==> config.mk <==
export PLATFORM = sky130hd
export DESIGN_NAME = instr_fetch
export DESIGN_NICKNAME = d
export VERILOG_FILES = /design/src/rtl/instr_fetch.sv
export SDC_FILE = /design/constraint.sdc
export NUM_CORES = 1
export LEC_CHECK = 0
export ABC_AREA = 1
export CAP_MARGIN = 20
export CELL_PAD_IN_SITES_DETAIL_PLACEMENT = 0
export CELL_PAD_IN_SITES_GLOBAL_PLACEMENT = 2
export CORE_MARGIN = 1.5
export CORE_UTILIZATION = 28
export CTS_CLUSTER_SIZE = 16
export DETAILED_ROUTE_END_ITERATION = 7
export PLACE_DENSITY_LB_ADDON = 0.1
export REMOVE_ABC_BUFFERS = 1
export SLEW_MARGIN = 20
export SYNTH_ARGS = -nofsm -noshare
export SYNTH_HDL_FRONTEND = slang
export SYNTH_SLANG_ARGS = --single-unit
==> constraint.sdc <==
create_clock -name clk -period 5.7 [get_ports clk]
set_input_delay 0.57 -clock clk [delete_from_list [all_inputs] [get_ports clk]]
set_output_delay 0.57 -clock clk [all_outputs]
set_load 0.01 [all_outputs]
==> src/rtl/instr_fetch.sv <==
// Instruction fetch stage: holds the PC, fetches one word at a time over a
// req/ack handshake, presents the latched word (and its opcode) to the main
// control decoder, and advances the PC when the datapath retires it.
// Optional build macro: IFETCH_PERF_EN adds fetch/wait performance counters.
module instr_fetch #(
    parameter logic [31:0] RESET_PC = 32'h0000_0000
) (
    input  logic        clk,
    input  logic        rst_n,
    // instruction memory handshake
    output logic        imem_req,
    output logic [31:0] imem_addr,
    input  logic        imem_ack,
    input  logic [31:0] imem_rdata,
    // towards the decoder / datapath
    output logic        instr_valid,
    output logic [31:0] instr,
    output logic [5:0]  op,
    output logic [31:0] pc,
    output logic [31:0] pc_plus4,
    input  logic        retire,
    input  logic        branch,
    input  logic        zero,
    input  logic        jmp
`ifdef IFETCH_PERF_EN
    ,
    output logic [31:0] perf_fetched,
    output logic [31:0] perf_wait
`endif
);

    typedef enum logic [1:0] {
        BOOT  = 2'd0,
        FETCH = 2'd1,
        HOLD  = 2'd2
    } state_t;

    state_t      state;
    state_t      state_nxt;
    logic        latch_instr;  // FETCH edge that captures imem_rdata
    logic        advance_pc;   // HOLD edge that retires the instruction
    logic [31:0] next_pc;
    logic [31:0] branch_off;
    logic [31:0] jump_target;

    assign imem_addr = pc;
    assign pc_plus4  = pc + 32'd4;
    assign op        = instr[31:26];

    // State register; a reset anywhere abandons an in-flight fetch.
    // NOTE: sequential state uses non-blocking (<=) so every register samples pre-edge values.
    always_ff @(posedge clk or negedge rst_n) begin
        if (!rst_n) begin
            state <= BOOT;
        end else begin
            state <= state_nxt;
        end
    end

    // Next-state and handshake outputs for the BOOT -> FETCH <-> HOLD loop.
    // NOTE: every output of this block gets a default first, so no path can infer a latch.
    always_comb begin
        state_nxt   = state;
        imem_req    = 1'b0;
        instr_valid = 1'b0;
        latch_instr = 1'b0;
        advance_pc  = 1'b0;
        case (state)
            BOOT: begin
                state_nxt = FETCH;
            end
            FETCH: begin
                imem_req = 1'b1;
                if (imem_ack) begin
                    latch_instr = 1'b1;
                    state_nxt   = HOLD;
                end
            end
            HOLD: begin
                instr_valid = 1'b1;
                if (retire) begin
                    advance_pc = 1'b1;
                    state_nxt  = FETCH;
                end
            end
            default: begin
                state_nxt = BOOT;
            end
        endcase
    end

    // Next-PC selection: jump beats branch, branch needs zero, else sequential.
    always_comb begin
        branch_off  = {{14{instr[15]}}, instr[15:0], 2'b00};
        jump_target = {pc_plus4[31:28], instr[25:0], 2'b00};
        next_pc     = pc_plus4;
        if (jmp) begin
            next_pc = jump_target;
        end else if (branch && zero) begin
            next_pc = pc_plus4 + branch_off;
        end
    end

    // PC and instruction registers; each only moves on its own handshake edge.
    always_ff @(posedge clk or negedge rst_n) begin
        if (!rst_n) begin
            pc    <= RESET_PC;
            instr <= 32'd0;
        end else begin
            if (latch_instr) begin
                instr <= imem_rdata;
            end
            if (advance_pc) begin
                pc <= next_pc;
            end
        end
    end

`ifdef IFETCH_PERF_EN
    // Performance counters: completed fetches and memory wait cycles, free-running.
    always_ff @(posedge clk or negedge rst_n) begin
        if (!rst_n) begin
            perf_fetched <= 32'd0;
            perf_wait    <= 32'd0;
        end else begin
            if (latch_instr) begin
                perf_fetched <= perf_fetched + 32'd1;
            end
            if ((state == FETCH) && !imem_ack) begin
                perf_wait <= perf_wait + 32'd1;
            end
        end
    end
`endif

endmodule

==> metrics.log <==
INFO  metric finish.utilization = a little under two fifths
INFO  metric yosys_register_bits = between 60 and 70
INFO  metric fillerInstances = roughly 2600
INFO  metric total_leakage_power = between 4 and 5 nW
INFO  metric grt.total_usage = ~22%
INFO  metric timing.critical_path.buf_inv = 2
INFO  metric synth_compound_gate_area_share = approximately 7.6%
INFO  metric wl_per_cell = 17.5 um
INFO  metric combinational_family_with_the_most_area_after_synthesis = simple AND/OR/NAND/NOR gates
INFO  metric per_cell_via_count_in_the_routed_design = 4.49
INFO  metric h-tree-depth = 3
INFO  metric cp.depth = 18
INFO  metric critical-path-slowest-cell = sky130_fd_sc_hd__xor2_1
INFO  metric crit_path_max_fanout = 6
INFO  metric clock_tree.root_cell = sky130_fd_sc_hd__clkbuf_16
INFO  metric max_vdd_drop = approximately 260 uV
INFO  metric post_layout_minimum_cycle_time = 3.49 ns
INFO  metric reg2reg_from = imem_addr[3]
INFO  metric wl_met2 = about 12 mm
INFO  metric worst-r2r-cell-count = 18
INFO  metric tns = 0 ns
INFO  metric cts_inserted_buffers = 9
INFO  metric cts_post_setup_buffers_inserted = 0
INFO  metric mapped_cells = between 1000 and 1500
INFO  metric dominantRegCellSynth = sky130_fd_sc_hd__dfrtp_1
INFO  metric part_of_the_cycle_the_worst_path_needs = between 60% and 70%
INFO  metric clk-insertion-delay-late = 0.35 ns
INFO  metric gr-total-overflow = 0
INFO  metric grt_antenna_before_repair = 0
INFO  metric violation_count_after_the_first_detailed_routing_iteration = between 300 and 400
INFO  metric hp-class = input pin to async pin
INFO  metric worst_setup_path_endpoint = imem_addr[28]
INFO  metric setup_viol = 0
INFO  metric hold_viol_final = 0
INFO  metric maxUsedRoutingLayer = met4
INFO  metric worst_margin_slew = just over 1 ns
INFO  metric io_buffer_count = roughly 170
INFO  metric grt_pass1_wl = 40.2 mm
INFO  metric dr_wl_met3 = 1.18 mm
INFO  metric critical_path_class = register to register
INFO  metric via_count = ~6800
INFO  metric power_density = roughly 700 mW/mm^2
INFO  metric muxShareOfSynthArea = under 10%
INFO  metric crit-reg2reg-capture = imem_addr[28]
INFO  metric totalWireLength = ~27 mm
INFO  metric cts_tree = done
INFO  metric cp.required = 5.97 ns
INFO  metric start_point_of_the_critical_path = imem_addr[3]
INFO  metric syn-mean-instance-area = 6.27 um^2
INFO  metric gp_congestion = about 0.9
INFO  metric chip_width = roughly 160 um
INFO  metric synth_simple_gate_area_share = between 30% and 40%
INFO  metric layout-area-overhead-vs-synth = 30.4%
INFO  metric pin_count = around 180
INFO  metric r2r_setup_slack = approximately 2.2 ns
INFO  metric core_area = ~0.023 mm^2
INFO  metric rows = 56
INFO  metric synth.yosys.seq_area_share = between 20% and 30%
INFO  metric cp_top_family = simple AND/OR/NAND/NOR gates
INFO  metric wirelength_met1 = approximately 13 mm
INFO  metric count_of_max_cap_constraint_violations = 0
INFO  metric status = completed
INFO  metric place.detailed.hpwl = about 21 mm
INFO  metric whs = between 0.3 and 0.4 ns
INFO  metric floorplan.initialDensity = 28.5%
INFO  metric slowest_stage_delay_cp = approximately 0.46 ns
INFO  metric grt_pass1_vias = between 6000 and 7000
INFO  metric worst_setup_path_start_kind = register
INFO  metric syn_area = 0.00669 mm^2
INFO  metric finalMaxSlewViolations = 0
INFO  metric final_antenna_net_count = 0
INFO  metric yosys_warnings = 0
INFO  metric grt_max_degree = between 60 and 70
INFO  metric clock_sinks = 64
INFO  metric critical_path_arrival = 3.76 ns
INFO  metric ctsLongestPathBuffers = 2
INFO  metric yosysUniqueCellTypes = 50
INFO  metric power = around 6 mW
INFO  metric max_clock_freq = roughly 0.29 GHz
INFO  metric detail_route.drc_violations = 0
INFO  metric drt_pass1_iterations = 5
INFO  metric post_dp_cell_area = ~0.0084 mm^2
INFO  metric cp_cell_sequence = ha_1 > nand2_1 > nor2_2 > nand2_1 > nor2_1 > xor2_1 > ha_1 > nand2_1 > inv_1 > nand2_1 > nand2_1 > inv_1 > nand2_1 > a21oi_1 > nand2_1 > nand2_1 > nand3_1 > a21boi_1
INFO  metric die_area = 0.0248 mm^2
INFO  metric hold_buffer_count_at_cts = 0
INFO  metric final_layout_size_suffix_gt1_share = between 7 and 8%
INFO  metric synth-async-reset-ratio = 100%
INFO  metric clock_skew = approximately 0.011 ns
INFO  metric adder_cell_area_share_of_the_yosys_netlist = about 7.0%
INFO  metric rsz_0062_raised_after_global_routing = false
INFO  metric path_common_cell = sky130_fd_sc_hd__nand2_1
INFO  metric clkTransAtPathRegs = about 0.060 ns
INFO  metric design.final.nets = roughly 1300
INFO  metric chip_height = between 150 and 200 um
INFO  metric cts_repair_resize_count = 0
INFO  metric number_of_synthesized_flops_with_an_enable_pin = 0
INFO  metric xor_and_xnor_fraction_of_the_mapped_netlist_area = 2.58%
INFO  metric final_design_area_no_fill = 0.00872 mm^2
INFO  metric crit_path_end_kind = register
INFO  metric antenna_cells_inserted = 0
INFO  metric max-slew-margin-rel = around a third
stage by stage:
step	setup slack, ns	cells
after floorplan	2.82	1010
after global placement	2.11	1502
after detailed placement	2.17	1502
after CTS	2.15	1518
after global routing	1.89	1518
final	2.21	1518
where the power goes:
| group | leakage [nW] | internal (mW) | total, mW | switching (mW) |
|---|---|---|---|---|
| clock network | 0.157 | 0.388 | 0.647 | 0.259 |
| logic | 3.64 | 1.78 | 4.29 | 2.51 |
| registers | 0.755 | 0.672 | 1.04 | 0.371 |
cells in the mapped netlist (all sizes together) (2+ instances only):
library cell	number	area share, %
clkbuf	12	0.97
xor2	14	1.9
o21ai	31	2.4
a21oi	45	3.4
nand3	62	4.8
a21boi	3	0.39
dfrtp	64	24
ha	36	6.7
or2	3	0.28
nand3b	5	0.56
nor3b	3	0.34
nor2	113	7.5
nor3	4	0.54
and2	2	0.19
inv	172	9.7
a22oi	3	0.34
buf	48	5.4
nand4	8	0.75
nand2	396	23
a21o	3	0.34
mux2	25	4.2
xnor2	4	0.64
worst min-delay path by stage:
stage                         from             to  slack [ns]  cells past startpoint
after detailed placement  state[1]       state[0]        0.47                      1
after floorplan              rst_n  imem_addr[10]        0.27                      0
after global placement    state[1]       state[0]        0.47                      1
final                        rst_n       instr[5]        0.37                      1
after global routing         rst_n       instr[5]        0.46                      1
after CTS                    rst_n       instr[5]        0.41                      1
layer usage:
| layer | vias up | GRT usage (%) |
|---|---|---|
| li1 | 3510 | - |
| met1 | 3141 | 30.8 |
| met2 | 162 | 36.3 |
| met3 | 10 | 2.89 |
| met4 | 0 | 4.04 |
| met5 | - | 0 |
cell type report:
class	count	area [um^2]	share of cell area (%)
Sequential cell	64	1600	18.4
Inverter	173	649	7.45
Clock buffer	9	225	2.58
Tap cell	319	399	4.58
Multi-Input combinational cell	773	4020	46.1
Clock inverter	7	103	1.18
Timing Repair Buffer	173	1720	19.7
layout by cell type, fill, tap and decap left out, drive strengths merged, types with 5 or more instances in the layout:
cell / Yosys / final
a21oi: 45 / 45
buf: 48 / 6
clkbuf: 12 / 9
clkdlybuf4s50: 0 / 167
conb: 1 / 6
dfrtp: 64 / 64
ha: 36 / 36
inv: 172 / 174
mux2: 25 / 25
nand2: 396 / 396
nand3: 62 / 62
nand3b: 5 / 5
nand4: 8 / 8
nor2: 113 / 113
o21ai: 31 / 31
xor2: 14 / 14
registers in the layout (all words and copies together) (netlist names):
signal     cells
instr         32
imem_addr     30
state          2
worst reg2reg max path, cell delays in order (launching register included):
cell and delay, ns:
sky130_fd_sc_hd__dfrtp_1 0.43, sky130_fd_sc_hd__ha_1 0.31, sky130_fd_sc_hd__nand2_1 0.10, sky130_fd_sc_hd__nor2_2 0.21
sky130_fd_sc_hd__nand2_1 0.22, sky130_fd_sc_hd__nor2_1 0.18, sky130_fd_sc_hd__xor2_1 0.46, sky130_fd_sc_hd__ha_1 0.41
sky130_fd_sc_hd__nand2_1 0.13, sky130_fd_sc_hd__inv_1 0.04, sky130_fd_sc_hd__nand2_1 0.05, sky130_fd_sc_hd__nand2_1 0.06
sky130_fd_sc_hd__inv_1 0.05, sky130_fd_sc_hd__nand2_1 0.09, sky130_fd_sc_hd__a21oi_1 0.25, sky130_fd_sc_hd__nand2_1 0.09
sky130_fd_sc_hd__nand2_1 0.08, sky130_fd_sc_hd__nand3_1 0.09, sky130_fd_sc_hd__a21boi_1 0.16
cell families (layout without fill, tap and decap cells):
family	Yosys count	count (layout)
AND/OR/NAND/NOR	596	596
buffers and inverters	234	362
AO/OA/AOI/OAI	91	91
flip-flops	64	64
adder cells (fa/ha/maj)	37	37
multiplexers	25	25
XOR/XNOR	18	18
other	1	6
No activity file was read; power rests on OpenSTA's default activity.
